<file path="src/rtl/fsk_demod.sv">
// rtl/fsk_demod.sv - zero-crossing FSK demodulator with SEARCH/TRACK lock; FSK_DEMOD_HYST_EN selects the hysteresis detector
module fsk_demod #(
    parameter int SYM_LEN = 1024,
    parameter int THRESH  = 12,
    parameter int MIN_ACT = 2,
    parameter int HYST    = 16
) (
    input  logic       clk,
    input  logic       rst_n,
    input  logic [7:0] din,
    input  logic       sym_sync,
    output logic       bit_out,
    output logic       bit_valid,
    output logic       locked,
    output logic [7:0] count_out
);

    localparam int               WCW     = $clog2(SYM_LEN);
    localparam logic [WCW-1:0]   WC_LAST = WCW'(SYM_LEN - 1);
    localparam logic [31:0]      THR     = 32'(THRESH);
    localparam logic [31:0]      ACT_MIN = 32'(MIN_ACT);

`ifdef FSK_DEMOD_HYST_EN
    localparam bit HYST_ON = 1'b1;
`else
    localparam bit HYST_ON = 1'b0;
`endif

    // A zero-width band makes both thresholds 128, i.e. a plain MSB crossing.
    localparam int         BAND  = HYST_ON ? HYST : 0;
    localparam logic [7:0] LO_TH = 8'(128 - BAND);
    localparam logic [7:0] HI_TH = 8'(128 + BAND);

    typedef enum logic [1:0] {
        ST_SEARCH,
        ST_SEARCH1,
        ST_TRACK
    } state_t;

    state_t         state;
    state_t         state_d;
    logic [7:0]     din_q;
    logic           armed;
    logic [WCW-1:0] wc;
    logic [7:0]     cnt;
    logic [7:0]     cnt_next;
    logic           arm_cond;
    logic           fire_cond;
    logic           xe;
    logic           eow;
    logic           act;
    logic           bit_d;

    assign arm_cond  = din_q <  LO_TH;
    assign fire_cond = din_q >= HI_TH;
    assign xe        = armed && fire_cond;

    assign cnt_next  = (cnt == 8'd255) ? 8'd255 : cnt + 8'(xe);
    assign eow       = (wc == WC_LAST);
    assign act       = 32'(cnt_next) >= ACT_MIN;
    assign bit_d     = 32'(cnt_next) >  THR;

    always_ff @(posedge clk or negedge rst_n) begin
        if (!rst_n) begin
            din_q <= 8'd128;
            armed <= 1'b0;
        end else begin
            din_q <= din;
            if (arm_cond) begin
                armed <= 1'b1;
            end else if (xe) begin
                armed <= 1'b0;
            end
        end
    end

    // A sync landing on the last window cycle is just a normal window end.
    always_ff @(posedge clk or negedge rst_n) begin
        if (!rst_n) begin
            wc        <= '0;
            cnt       <= '0;
            count_out <= '0;
            bit_out   <= 1'b0;
            bit_valid <= 1'b0;
        end else begin
            bit_valid <= 1'b0;
            if (eow) begin
                wc        <= '0;
                cnt       <= '0;
                count_out <= cnt_next;
                if (state == ST_TRACK) begin
                    bit_out   <= bit_d;
                    bit_valid <= 1'b1;
                end
            end else if (sym_sync) begin
                wc  <= '0;
                cnt <= '0;
            end else begin
                wc  <= wc + WCW'(1);
                cnt <= cnt_next;
            end
        end
    end

    always_comb begin
        state_d = state;
        if (eow) begin
            case (state)
                ST_SEARCH:  if (act) state_d = ST_SEARCH1;
                ST_SEARCH1: state_d = act ? ST_TRACK : ST_SEARCH;
                ST_TRACK:   if (!act) state_d = ST_SEARCH;
                default:    state_d = ST_SEARCH;
            endcase
        end
    end

    always_ff @(posedge clk or negedge rst_n) begin
        if (!rst_n) begin
            state  <= ST_SEARCH;
            locked <= 1'b0;
        end else begin
            state  <= state_d;
            locked <= (state_d == ST_TRACK);
        end
    end

endmodule

</file>
<file path="config.mk">
export PLATFORM = sky130hd
export DESIGN_NAME = fsk_demod
export DESIGN_NICKNAME = d
export VERILOG_FILES = /design/src/rtl/fsk_demod.sv
export SDC_FILE = /design/constraint.sdc
export NUM_CORES = 1
export LEC_CHECK = 0
export ABC_AREA = 1
export CELL_PAD_IN_SITES_DETAIL_PLACEMENT = 1
export CELL_PAD_IN_SITES_GLOBAL_PLACEMENT = 2
export CORE_MARGIN = 3
export CORE_UTILIZATION = 35
export CTS_BUF_LIST = sky130_fd_sc_hd__clkbuf_4
export CTS_CLUSTER_DIAMETER = 40
export DETAILED_ROUTE_END_ITERATION = 12
export DONT_BUFFER_PORTS = 1
export GPL_ROUTABILITY_DRIVEN = 0
export PLACE_DENSITY = 0.89
export SKIP_CTS_REPAIR_TIMING = 1
export SYNTH_ARGS = -nofsm -noshare
export SYNTH_HDL_FRONTEND = slang
export SYNTH_SLANG_ARGS = --single-unit
</file>
<file path="constraint.sdc">
create_clock -name clk -period 1.7 [get_ports clk]
set_input_delay 0.255 -clock clk [delete_from_list [all_inputs] [get_ports clk]]
set_output_delay 0.255 -clock clk [all_outputs]
set_load 0.02 [all_outputs]
</file>
* Word level (Yosys, flattened, before mapping) *
Index checks and enable logic that the tools add are counted.

word-level totals
  bits in registers = 40
  bits of input ports = 11
  output and inout port bits = 11
  logic and storage cells = 38

operators by class
  $add $sub $neg = 2
  magnitude comparators = 4
  equality and inequality tests = 5
  mux-type cells = 14
  reductions and logical operators = 4

operators with widths
  cell                                                                   count
  8-bit 2-to-1 mux                                                       3
  10-bit 2-to-1 mux                                                      2
  10-bit by 1-bit adder with 10-bit output, second input constant        1
  10-bit == test, second input constant                                  1
  8-bit by 1-bit adder with 8-bit output                                 1
  8-bit == test, second input constant                                   1
  8-bit by 2-bit >= comparator with 1-bit output, second input constant  1
  8-bit >= comparator, second input constant                             1
  8-bit by 4-bit > comparator with 1-bit output, second input constant   1
  8-bit less-than comparator, second input constant                      1
  2-bit 2-to-1 mux                                                       4
  2-bit case mux with 3 select lines                                     1
  2-bit == test, second input constant                                   2
  1-bit 2-to-1 mux                                                       4
  2-bit by 1-bit == test with 1-bit output, second input constant        1
  2-bit logical NOT                                                      1
  2-bit AND reduction                                                    1
  2-bit nonzero test                                                     1
  1-bit logical AND                                                      1

* Logic depth before layout (Yosys ltp) *
  depth in word-level cells = 9
  gate-level depth with buffers = 13
  mapped depth without buffers = 13

* Least setup slack after synthesis *
No wires, ideal clock.

  path type = register to register
  start point = register din_q[7]
  end point = register state[1]
  library setup time = 116 ps
  arrival = 1,621 ps
  required time = 1,584 ps
  slack = -37 ps
  cell stages (with the launch flop) = 12
  buffers on the path = 0
  period minus slack after synthesis = 1,737 ps
  cell sequence = dfstp_2 -> nand2_1 -> inv_1 -> ha_1 -> ha_1 -> nand3_1 -> nand2_1 -> nand3_1 -> nor2_1 -> nand4_1 -> nand2_1 -> inv_1

between the ends
  longest elaborated chain between the ends = 8
  elaborated cells on any way between the ends = 10
  those cells by class = 1 x add/sub; 2 x order compare; 6 x mux; 1 x reduce/logical

ends and longest elaborated chain
  element                                             line           text
  start: declaration                                  42             logic [7:0] din_q;
  start signal: assignment                            68             din_q <= din;
  8-bit >= comparator (*)                             55             assign fire_cond = din_q >= HI_TH;
  1-bit logical AND (*)                               56             assign xe = armed && fire_cond;
  8-bit by 1-bit adder with 8-bit output (*)          58             assign cnt_next = (cnt == 8'd255) ? 8'd255 : cnt + 8'(xe);
  8-bit 2-to-1 mux (*)                                58
  8-bit by 2-bit >= comparator with 1-bit output (*)  60             assign act = 32'(cnt_next) >= ACT_MIN;
  2-bit 2-to-1 mux (on tied branches)                 111, 109, 110
  2-bit case mux with 3 select lines (*)              108            case (state)
  2-bit 2-to-1 mux (*)                                107            if (eow) begin
  net state_d[1]                                      41             state_t state_d;
  end signal: assignment                              122            state <= state_d;
  end: declaration                                    40             state_t state;

The timed path passes the listed nets; every way through them passes the cells marked *.
A chain may end at the register's enable or synchronous reset.

* Final worst setup path *
  start point = register din_q[7]
  end point = register locked

between the ends
  longest elaborated chain between the ends = 9
  elaborated cells on any way between the ends = 11
  those cells by class = 1 x add/sub; 2 x order compare; 1 x eq/ne; 6 x mux; 1 x reduce/logical

ends and longest elaborated chain
  element                                             line           text
  8-bit >= comparator (*)                             55
  1-bit logical AND (*)                               56
  8-bit by 1-bit adder with 8-bit output (*)          58
  8-bit 2-to-1 mux (*)                                58
  8-bit by 2-bit >= comparator with 1-bit output (*)  60
  2-bit 2-to-1 mux (on tied branches)                 111, 109, 110
  2-bit case mux with 3 select lines (*)              108
  2-bit 2-to-1 mux (*)                                107
  2-bit == test (*)                                   123            locked <= (state_d == ST_TRACK);
  end signal: assignment                              123
  end: declaration                                    14             output logic locked,

Every way passes the cells marked *; elsewhere a longest branch is shown, timed or not.

==> metrics <==
status=complete, but fails checks; failing checks=setup timing; CP arrival=2040 ps; H-Tree Depth=2; Vias=1347; CTS tree=done; Clock Tree Buf Depth=2; Hold EP=wc[5]; die area=5290 um2; TritonCTS buffer count=5; initial cell density of the core=0.377; yosys warns=0; power density cells=672 nW/um2; number of buffers and inverters on the critical path=2; crit path kind=register to register; DP Worst Slack=-250 ps; Worst Tran Pin Value=264 ps; Routed WL=3860 um; RR Endpoint=locked; CP top delay family=simple AND/OR/NAND/NOR gates; Synth Instances=184; RSZ-0062 raised after global routing=true; syn nets=198; drt drc=0; Worst Setup End Kind=register; P&R area growth vs syn=27.6%; Yosys cell types=23; Setup TNS=-319 ps; startpoint types=register; IO Count=22; Die Ht=72.8 um; static leakage=0.947 nW; first-pass GRT wire length=6170 um; sequential cell area fraction in the yosys report=0.530; clk_skew=12.3 ps; Post-DP Area=1720 um2; input/output buffers=0; reg2reg start=din_q[7]; n_diodes=0; Post-Syn Area per Cell=8.48 um2; Required @ worst endpoint=1930 ps; fin crit share=1.07; Clock transition at path regs=100 ps; total congestion overflow=0; f_max=0.551 GHz; M1 wire length=1460 um; CTS Root Cell=clkbuf_4; CP Launch Point=din_q[7]; Hold Startpoint=sym_sync; Setup violations, final=5; die width=72.8 um; met2 routed WL=2200 um; r2r worst-path depth=12; Slew Limit Fails=0; Tot Pwr=0.00134 W; CP peak stage delay=550 ps; HPWL after DPL=2810 um; TritonRoute pass-1 iters=4; maximum vdd ir drop=0.428 mV; max_slew headroom=0.823; vias in the first global route=1399; Worst path slowest cell=dfstp_2; fin area=1990 um2; pin count of the biggest net entering global routing=34; Worst Hold Depth=3; antenna violations before repair=0; cell area after synthesis=1560 um2; Synth Register Bits=33; fin util=0.480; Hold WC Path Type=input pin to register; top routing layer in use=met4; DRT iter0 DRCs=28; Avg WL per Cell=14.6 um; Core Rows=23; total track usage=0.152; metal3 WL=98 um; CP max FO=4; clock sink total=33; Layout Nets=227; share of layout cells above drive strength 1=0.313; Max Cap Violations=0; slack of the critical path=-114 ps; minimum clock period=1810 ps; Clock Latency Late Sink=330 ps; Critical Path, Cell by Cell=nand2_2, inv_2, ha_4, ha_4, buf_4, nand2_1, nand2_1, nand3_2, nor2_4, nand4_1, nand2_2, nor2_2; Core ar.=4140 um2; vias per cell=5.10; post-route ant nets=0; reg2reg setup slack=-110 ps; final hold violations=0
synthesized netlist by cell type, drive strengths merged:
library cell,n,area share
o211ai,1,0.0048
xor2,5,0.028
dfstp,1,0.017
or2,2,0.0080
nor3,4,0.013
nor3b,2,0.0096
nand3,15,0.055
o21ai,10,0.032
inv,23,0.055
nand4,5,0.020
ha,3,0.024
nor2,34,0.093
nand3b,2,0.0096
buf,2,0.0080
dfrtp,32,0.51
nand2,42,0.10
xnor2,1,0.0056
kinds of logic after synthesis:
family | count (synthesis) | share of synthesized area
simple gates | 106 | 0.312
flops | 33 | 0.530
buf+inv | 25 | 0.0633
compound gates | 11 | 0.0369
xor+xnor | 6 | 0.0337
fa+ha+maj | 3 | 0.0241
flip-flops by register name, indices dropped and copies added, names as in the netlist:
register	count
armed	1
state	2
bit_out	1
cnt	8
wc	10
din_q	1
count_out	8
bit_valid	1
locked	1
cell usage in the layout (no fill, tap or decap), types with 6 or more instances in the layout:
cell type   n
o21ai_0     6
clkbuf_4    6
buf_4      18
nand2_1    35
nand2_2     7
nand3_2     9
inv_1      18
dfrtp_1    32
nor2_1     26
nand3_1     6
worst reg2reg max path, delay by kind of cell (launching register included):
family	cells	cell delay (ps)
fa+ha+maj	2	290
flops	1	550
buf+inv	2	180
simple gates	8	690
power by group:
part            total, W  switching (W)  internal (W)
Sequential      0.000808      0.0000120      0.000796
Clock           0.000435       0.000261      0.000173
Combinational  0.0000948      0.0000490     0.0000458
Total            0.00134       0.000322       0.00102
per-layer routing:
| layer | track usage | vias to the layer above |
|---|---|---|
| met3 | 0.0427 | 8 |
| met5 | 0 | - |
| met2 | 0.281 | 16 |
| met1 | 0.158 | 682 |
| met4 | 0.0697 | 0 |
| li1 | - | 641 |
through the flow:
| stage | hold slack, ps | std cells |
|---|---|---|
| floorplan | -40.6 | 184 |
| global placement | -39.6 | 246 |
| detailed placement | -39.9 | 246 |
| CTS | -419 | 254 |
| global route | 119 | 264 |
| finish | 121 | 264 |
area by class of cell:
type | instances | area, um2
Timing Repair Buffer | 24 | 208
Tap cell | 50 | 62.6
Fill cell | 489 | 2150
Multi-Input combinational cell | 126 | 752
Sequential cell | 33 | 827
Inverter | 23 | 86.3
Clock inverter | 2 | 10.0
Clock buffer | 6 | 45.0
how the worst max path moves through the flow:
| stage | slack (ps) | to | cells after the start |
|---|---|---|---|
| finish | -110 | locked | 12 |
| global route | -250 | locked | 13 |
| CTS | -290 | state[1] | 11 |
| detailed placement | -250 | state[1] | 11 |
| global placement | -200 | state[1] | 11 |
| floorplan | 20 | state[1] | 11 |
No activity file was read; power rests on OpenSTA's default activity.
